$ cat config.mk
export PLATFORM = sky130hd
export DESIGN_NAME = mode_switch_controller
export DESIGN_NICKNAME = d
export VERILOG_FILES = /design/src/rtl/mode_switch_controller.sv
export SDC_FILE = /design/constraint.sdc
export NUM_CORES = 1
export LEC_CHECK = 0
export CAP_MARGIN = 20
export CELL_PAD_IN_SITES_DETAIL_PLACEMENT = 2
export CELL_PAD_IN_SITES_GLOBAL_PLACEMENT = 2
export CORE_ASPECT_RATIO = 1.2
export CORE_MARGIN = 4
export CORE_UTILIZATION = 33
export CTS_BUF_LIST = sky130_fd_sc_hd__clkbuf_2 sky130_fd_sc_hd__clkbuf_4 sky130_fd_sc_hd__clkbuf_8
export CTS_CLUSTER_DIAMETER = 200
export DETAILED_ROUTE_END_ITERATION = 16
export GPL_TIMING_DRIVEN = 0
export MAX_ROUTING_LAYER = met4
export PLACE_DENSITY = 0.86
export SETUP_SLACK_MARGIN = 0.15
export SLEW_MARGIN = 20
export SYNTH_ARGS = -nofsm -noshare
export SYNTH_HDL_FRONTEND = slang
export SYNTH_SLANG_ARGS = --single-unit
$ cat constraint.sdc
create_clock -name internal_clk -period 2.1 [get_ports internal_clk]
set_clock_uncertainty 0.05 [all_clocks]
set_input_delay 0.21 -clock internal_clk [delete_from_list [all_inputs] [get_ports internal_clk]]
set_output_delay 0.21 -clock internal_clk [all_outputs]
set_load 0.02 [all_outputs]
$ cat src/rtl/mode_switch_controller.sv
// Mode switch controller: synchronises and debounces a host mode request, commits it while the
// transceiver core is idle, then holds AUX low for a mode-dependent settle time.
module mode_switch_controller #(
  parameter int unsigned MODE_W            = 2,
  parameter int unsigned DEFAULT_MODE      = 3,
  parameter int unsigned SYNC_STAGES       = 2,
  parameter int unsigned STABLE_CYCLES     = 16,
  parameter int unsigned SWITCH_CYCLES     = 10000,
  parameter int unsigned SLEEP_MODE        = 3,
  parameter int unsigned WAKE_EXTRA_CYCLES = 5000
) (
  input  logic              internal_clk,
  input  logic              rst_n,
  input  logic [MODE_W-1:0] mode_req,
  input  logic              AUX_state_ctrl,
  output logic              AUX_mode_ctrl,
  output logic [MODE_W-1:0] mode_sync,
  output logic [MODE_W-1:0] prev_mode,
  output logic              req_pending,
  output logic              mode_done
);

  localparam int unsigned CntW  = $clog2(SWITCH_CYCLES + WAKE_EXTRA_CYCLES + 1);
  localparam int unsigned StabW = $clog2(STABLE_CYCLES + 1);

  localparam logic [MODE_W-1:0] DefMode   = MODE_W'(DEFAULT_MODE);
  localparam logic [MODE_W-1:0] SleepMode = MODE_W'(SLEEP_MODE);
  localparam logic [CntW-1:0]   SwitchLen = CntW'(SWITCH_CYCLES);
  localparam logic [CntW-1:0]   WakeLen   = CntW'(SWITCH_CYCLES + WAKE_EXTRA_CYCLES);
  localparam logic [StabW-1:0]  StableMax = StabW'(STABLE_CYCLES);

  typedef enum logic [1:0] {StIdle, StQualify, StSwitch} state_e;

  state_e            state_q;
  logic [MODE_W-1:0] sync_q [SYNC_STAGES];
  logic [MODE_W-1:0] req_s;
  logic [MODE_W-1:0] cand_q;
  logic [StabW-1:0]  stab_q;
  logic [StabW-1:0]  stab_inc;
  logic [CntW-1:0]   cnt_q;
  logic [CntW-1:0]   switch_len;
  logic              commit;

  always_ff @(posedge internal_clk) begin
    if (!rst_n) begin
      for (int i = 0; i < SYNC_STAGES; i++) sync_q[i] <= DefMode;
    end else begin
      sync_q[0] <= mode_req;
      for (int i = 1; i < SYNC_STAGES; i++) sync_q[i] <= sync_q[i-1];
    end
  end

  assign req_s = sync_q[SYNC_STAGES-1];

  always_comb begin
    stab_inc = stab_q;
    if (stab_q < StableMax) stab_inc = stab_q + StabW'(1);
    // Only leaving sleep for a different mode earns the wake-up extension.
    switch_len = (mode_sync == SleepMode) ? WakeLen : SwitchLen;
    commit = 1'b0;
    case (state_q)
      StIdle:    commit = (req_s != mode_sync) && (STABLE_CYCLES == 1) && AUX_state_ctrl;
      StQualify: commit = (req_s != mode_sync) && AUX_state_ctrl &&
                          ((req_s == cand_q) ? (stab_inc >= StableMax) : (STABLE_CYCLES == 1));
      default:   commit = 1'b0;
    endcase
  end

  always_ff @(posedge internal_clk) begin
    if (!rst_n) begin
      state_q       <= StIdle;
      cand_q        <= DefMode;
      stab_q        <= '0;
      cnt_q         <= '0;
      AUX_mode_ctrl <= 1'b1;
      mode_sync     <= DefMode;
      prev_mode     <= DefMode;
      req_pending   <= 1'b0;
      mode_done     <= 1'b0;
    end else begin
      mode_done <= 1'b0;
      if (commit) begin
        prev_mode     <= mode_sync;
        mode_sync     <= req_s;
        cand_q        <= req_s;
        stab_q        <= '0;
        AUX_mode_ctrl <= 1'b0;
        req_pending   <= 1'b0;
        cnt_q         <= switch_len;
        state_q       <= StSwitch;
      end else begin
        case (state_q)
          StIdle: begin
            if (req_s != mode_sync) begin
              cand_q      <= req_s;
              stab_q      <= StabW'(1);
              req_pending <= 1'b1;
              state_q     <= StQualify;
            end
          end
          StQualify: begin
            if (req_s == mode_sync) begin
              req_pending <= 1'b0;
              state_q     <= StIdle;
            end else if (req_s != cand_q) begin
              cand_q <= req_s;
              stab_q <= StabW'(1);
            end else begin
              stab_q <= stab_inc;
            end
          end
          StSwitch: begin
            // Request and core-idle inputs are deliberately ignored until the settle ends.
            if (cnt_q <= CntW'(1)) begin
              AUX_mode_ctrl <= 1'b1;
              mode_done     <= 1'b1;
              state_q       <= StIdle;
            end else begin
              cnt_q <= cnt_q - CntW'(1);
            end
          end
          default: state_q <= StIdle;
        endcase
      end
    end
  end

endmodule

Word level (Yosys, flattened, before mapping):

Memory sizes are Yosys's and may differ from the RTL's.
Cells that the tools add are included.

* output and inout port bits: 7
* bits in writable memories: 4
* input port bits: 5
* register bits after elaboration: 30
* memories: 1
* word-level logic and storage cells: 85

Memories
* sync_q: words 2, bits a word 2, rd ports 2, clocked after Yosys merged registers in 0, wr ports 2, RTL line 35 `logic [MODE_W-1:0] sync_q [SYNC_STAGES];`

* mux-type cells: 32
* bitwise gates (word level): 4
* add/subtract/negate cells: 2
* reduce and logical (&&, ||, !) cells: 16
* magnitude comparators: 3
* equality and inequality tests: 17

Operators by type and width (number)
* $mux 14: 3
* $mux 2: 10
* $mux 5: 4
* $ne 3x3->1 const B: 5
* $le 14x1->1 const B: 1
* $sub 14x1->14 const B: 1
* $mux 13: 1
* $reduce_and 3->1: 4
* $mux 1: 10
* $ne 2x2->1 const B: 5
* $pmux 5 s2: 1
* $pmux 2 s3: 1
* $reduce_bool 2->1: 3
* $add 5x1->5 const B: 1
* $ge 5x5->1 const B: 1
* $lt 5x5->1 const B: 1
* $eq 2x2->1: 2
* $eq 2x2->1 const B: 2
* $ne 2x2->1: 2
* $pmux 2 s2: 1
* $reduce_and 2->1: 2
* $reduce_and 4->1: 1
* $reduce_bool 3->1: 1
* $reduce_or 3->1: 1
* other kinds (7): 10

Depth between registers and ports, before layout:

Gate-level depths: netlist of run 1.

* word-level depth: 8
* mapped depth: 7
* gate-level depth less buffers: 6

Worst setup path before layout of run 1:

No wires, ideal clock.

* path kind: register to register
* from: reg cnt_q[2]
* to: reg cnt_q[13]
* setup time: 0.079 ns
* period minus slack after synthesis: 2.049 ns
* setup slack: 0.051 ns
* path buffers: 1
* cell stages (with the launch flop): 6
* arrival time: 1.920 ns
* data required time: 1.971 ns
* cells stage by stage: dfxtp_1 -> or4_4 -> or2_1 -> buf_2 -> or4_1 -> o211ai_1

* cells in the longest elaborated chain, start to end: 4
* elaborated cells between the ends (all ways): 7
* classes of those cells: 1 x add/sub; 1 x order compare; 1 x eq/ne; 3 x mux; 1 x reduce/logical

Ends and longest elaborated chain
* start, declared: RTL line 40 `logic [CntW-1:0] cnt_q;`
* start signal, assigned: RTL line 89 `cnt_q <= switch_len;`
* start signal, assigned: RTL line 119 `cnt_q <= cnt_q - CntW'(1);`
* $sub 14x1->14: RTL line 119
* $mux 14: RTL line 114 `if (cnt_q <= CntW'(1)) begin`
* $mux 14: RTL line 92 `case (state_q)`
* $mux 14: RTL line 82 `if (commit) begin`

Several ways; a longest one is shown, not always the timed one. The select of a mux whose other input is x is not followed.
A chain may end at the register's enable or synchronous reset.

Final worst setup path of run 1:

* from: reg cnt_q[5]
* to: reg cnt_q[13]

Same word-level chain as after synthesis.

==> results.cfg, run 1 <==
[setup_path]
cp-endpoint = cnt_q[13]
cp_data_arrival_time_ns = 2.26
ff2ff_path_depth = 5
worstPathRequired_ns = 2.26
regToRegStartpoint = cnt_q[5]
start_kind = register
reg2reg_to = cnt_q[13]
critical_path.max_fanout = 5
critical_path_class = register to register
r2r_setup_slack_ns = -0.004
critPathCaptureType = register
cp-startpoint = cnt_q[5]

[timing]
hold_violations = 0
worst_slew_pin_slew_ns = 0.559
max_freq_mhz = 475
rsz0062_at_grt = true
slew_viol_final = 0
finalWorstSetupSlack_ns = -0.00424
finalCritPeriodShare_pct = 100
setup_violations = 1
period_needed_ns = 2.10
relSlewSlack_pct = 62.5

[detailed_routing]
drt_wl_total_mm = 5.75
ant_nets = 0
drt_iter0_drc = 80
wire_per_inst_microns = 21.0
vias = 1636
drc = 0
viasPerCell = 5.97
first_pass_iters = 4

[place]
place.port_buffers = 10
place_area_sq_um = 1820
dp_hpwl_mm = 3.78
gp_congestion = 0.849

[final_layout]
utilization_pct = 44.4
fillers = 524
finish.instance_area_sq_um = 2080
drive_gt1_share_pct = 20.8
ff_latch_area_sq_um = 686
layout_common_cells = dfxtp_1 (30), a21oi_1 (13), nand3_1 (11), o21ai_0 (11), clkdlybuf4s50_1 (10)
multi_input_area_sq_um = 985
antenna_cells = 0
final_common_cell = dfxtp_1
nets = 223
area_growth_pct = 27.0

[power]
powerDensity_nw_per_um2 = 612
p_leak_nw = 0.756
ir_worst_vdd_uv = 224

[global_routing]
grt_use_total_pct = 19.8
overflow = 0
grt_pass1_vias = 1830
grt_pass1_wl_mm = 9.34
antenna_found_initial = 0
grt_max_degree = 11

[flow_run]
max_cap_viol_count = 0

[floorplanning]
rows = 27
io_pins = 12
die_area_sq_um = 6170
die_y_microns = 85.3
start_util_pct = 35.0
die_x_microns = 72.4
core_area_sq_um = 4700

[synth]
syn_area_sq_um = 1640
synth_ff_type = dfxtp_1
yosysWarningCount = 0
synth_nets = 198
ys_ff_latch = 34
async_flop_share_pct = 0
netlist_top_cells_area = dfxtp_1 (41%), or4_1 (5.0%), a21oi_1 (4.0%)
netlist_instances = 190
syn_area_per_cell_sq_um = 8.64
synth_cell_types = 42
synth-seq-area-share_pct = 41.5
synth_largest_area_cell = dfxtp_1
synth_top_area_share_pct = 41.5
synth_edf_count = 0

[worst_hold_path]
hp-class = primary input to register

[clocking]
htreeDepth = 2
clk_pin_slew_ns = 0.07
cts_buffers = 5
cts_tree = yes
clock_latency_ns = 0.29
clock-sinks = 34
root_buffer = clkbuf_8
cts_buffer_depth = 2
ctsHoldBuffers = 0

[run_status]
status = complete, but fails checks
violations = setup timing
-- flip-flops by register name (all words and copies together), names as in the netlist --
register / flops
cnt_q: 14
AUX_mode_ctrl: 1
cand_q: 2
sync_q: 4
stab_q: 5
req_pending: 1
mode_done: 1
prev_mode: 2
mode_sync: 2
state_q: 2
-- kinds of logic after synthesis --
kind of cell	after synthesis	synth area share, %
and+or+nand+nor	71	25.8
AOI/OAI and AO/OA	59	22.9
DFF	34	41.5
buffers and inverters	16	3.73
xor gates and xnor gates	6	3.20
adders and majority gates	3	2.29
muxes	1	0.610
-- how the worst min path moves through the flow --
stage / start / cells after the start / slack (ns) / to
floorplan: mode_req[0] / 1 / 0.26 / sync_q[0][0]
global placement: sync_q[0][0] / 1 / 0.34 / sync_q[0][2]
detailed placement: sync_q[0][1] / 1 / 0.35 / sync_q[0][3]
CTS: rst_n / 2 / 0.27 / sync_q[0][1]
global route: rst_n / 2 / 0.30 / sync_q[0][1]
finish: rst_n / 2 / 0.26 / sync_q[0][1]
-- what timing repair did --
item,4_1_cts,5_1_grt
cloned,1,0
pin swaps,10,8
gates resized for setup,15,22
setup endpoints to repair,23,29
setup buffers,6,1
-- synthesized netlist by cell type (all sizes together), types with 6 or more instances --
| master | number |
|---|---|
| a31oi | 9 |
| o21ai | 14 |
| o31ai | 6 |
| nor2 | 6 |
| nand3 | 11 |
| or3 | 8 |
| nand2b | 9 |
| a21oi | 13 |
| or4 | 12 |
| clkbuf | 10 |
| nand2 | 9 |
| dfxtp | 34 |
-- cell type report --
cell class,count,share of cell area (%)
plain buffers,11,3.06
repair buffers,18,7.86
flip-flops and latches,34,32.9
clock inverters,1,0.240
multi-input cells,140,47.2
well taps,58,3.48
clock buffers,7,4.32
inverters,5,0.900
-- where the power goes --
group | internal (mW) | switching, mW
registers | 0.655 | 0.00832
logic | 0.0322 | 0.0550
clock network | 0.278 | 0.247
total | 0.965 | 0.310
-- through the flow --
stage / worst slack [ns] / hold WS (ns) / TNS (ns) / power (mW) / cells
5_1_grt: -0.0466 / 0.297 / -0.130 / 1.31 / 274
2_1_floorplan: 0.121 / 0.261 / 0 / 0.728 / 190
3_5_place_dp: -0.219 / 0.346 / -3.68 / 0.760 / 258
3_3_place_gp: -0.102 / 0.343 / -0.883 / 0.755 / 258
4_1_cts: -0.00427 / 0.270 / -0.00427 / 1.28 / 273
6_report: -0.00424 / 0.256 / -0.00424 / 1.28 / 274
-- critical path, stage by stage, from the launching register on --
cell and delay (ns):
dfxtp_2 0.32, or4_4 0.55, or2_4 0.26, buf_6 0.13, or4_4 0.51, o211ai_1 0.20
-- layer usage --
layer  track usage [%]  up-vias  wire, microns
met5                 -        -              0
met4              6.21        0            114
met3              3.55       10            103
met2              36.0       18           3140
met1              21.4      836           2400
li1                  -      772              -
Note: power is estimated with default switching activity, not from simulation.
==> inputs of run 2 (changes only) <==
--- a/config.mk
+++ b/config.mk
@@ -12,7 +12,7 @@
 export CORE_MARGIN = 4
 export CORE_UTILIZATION = 33
 export CTS_BUF_LIST = sky130_fd_sc_hd__clkbuf_2 sky130_fd_sc_hd__clkbuf_4 sky130_fd_sc_hd__clkbuf_8
-export CTS_CLUSTER_DIAMETER = 200
+export CTS_CLUSTER_DIAMETER = 60
 export DETAILED_ROUTE_END_ITERATION = 16
 export GPL_TIMING_DRIVEN = 0
 export MAX_ROUTING_LAYER = met4
==> results of run 2 <==
Same layout as run 1: the final DEF is identical, and so are final timing and power.
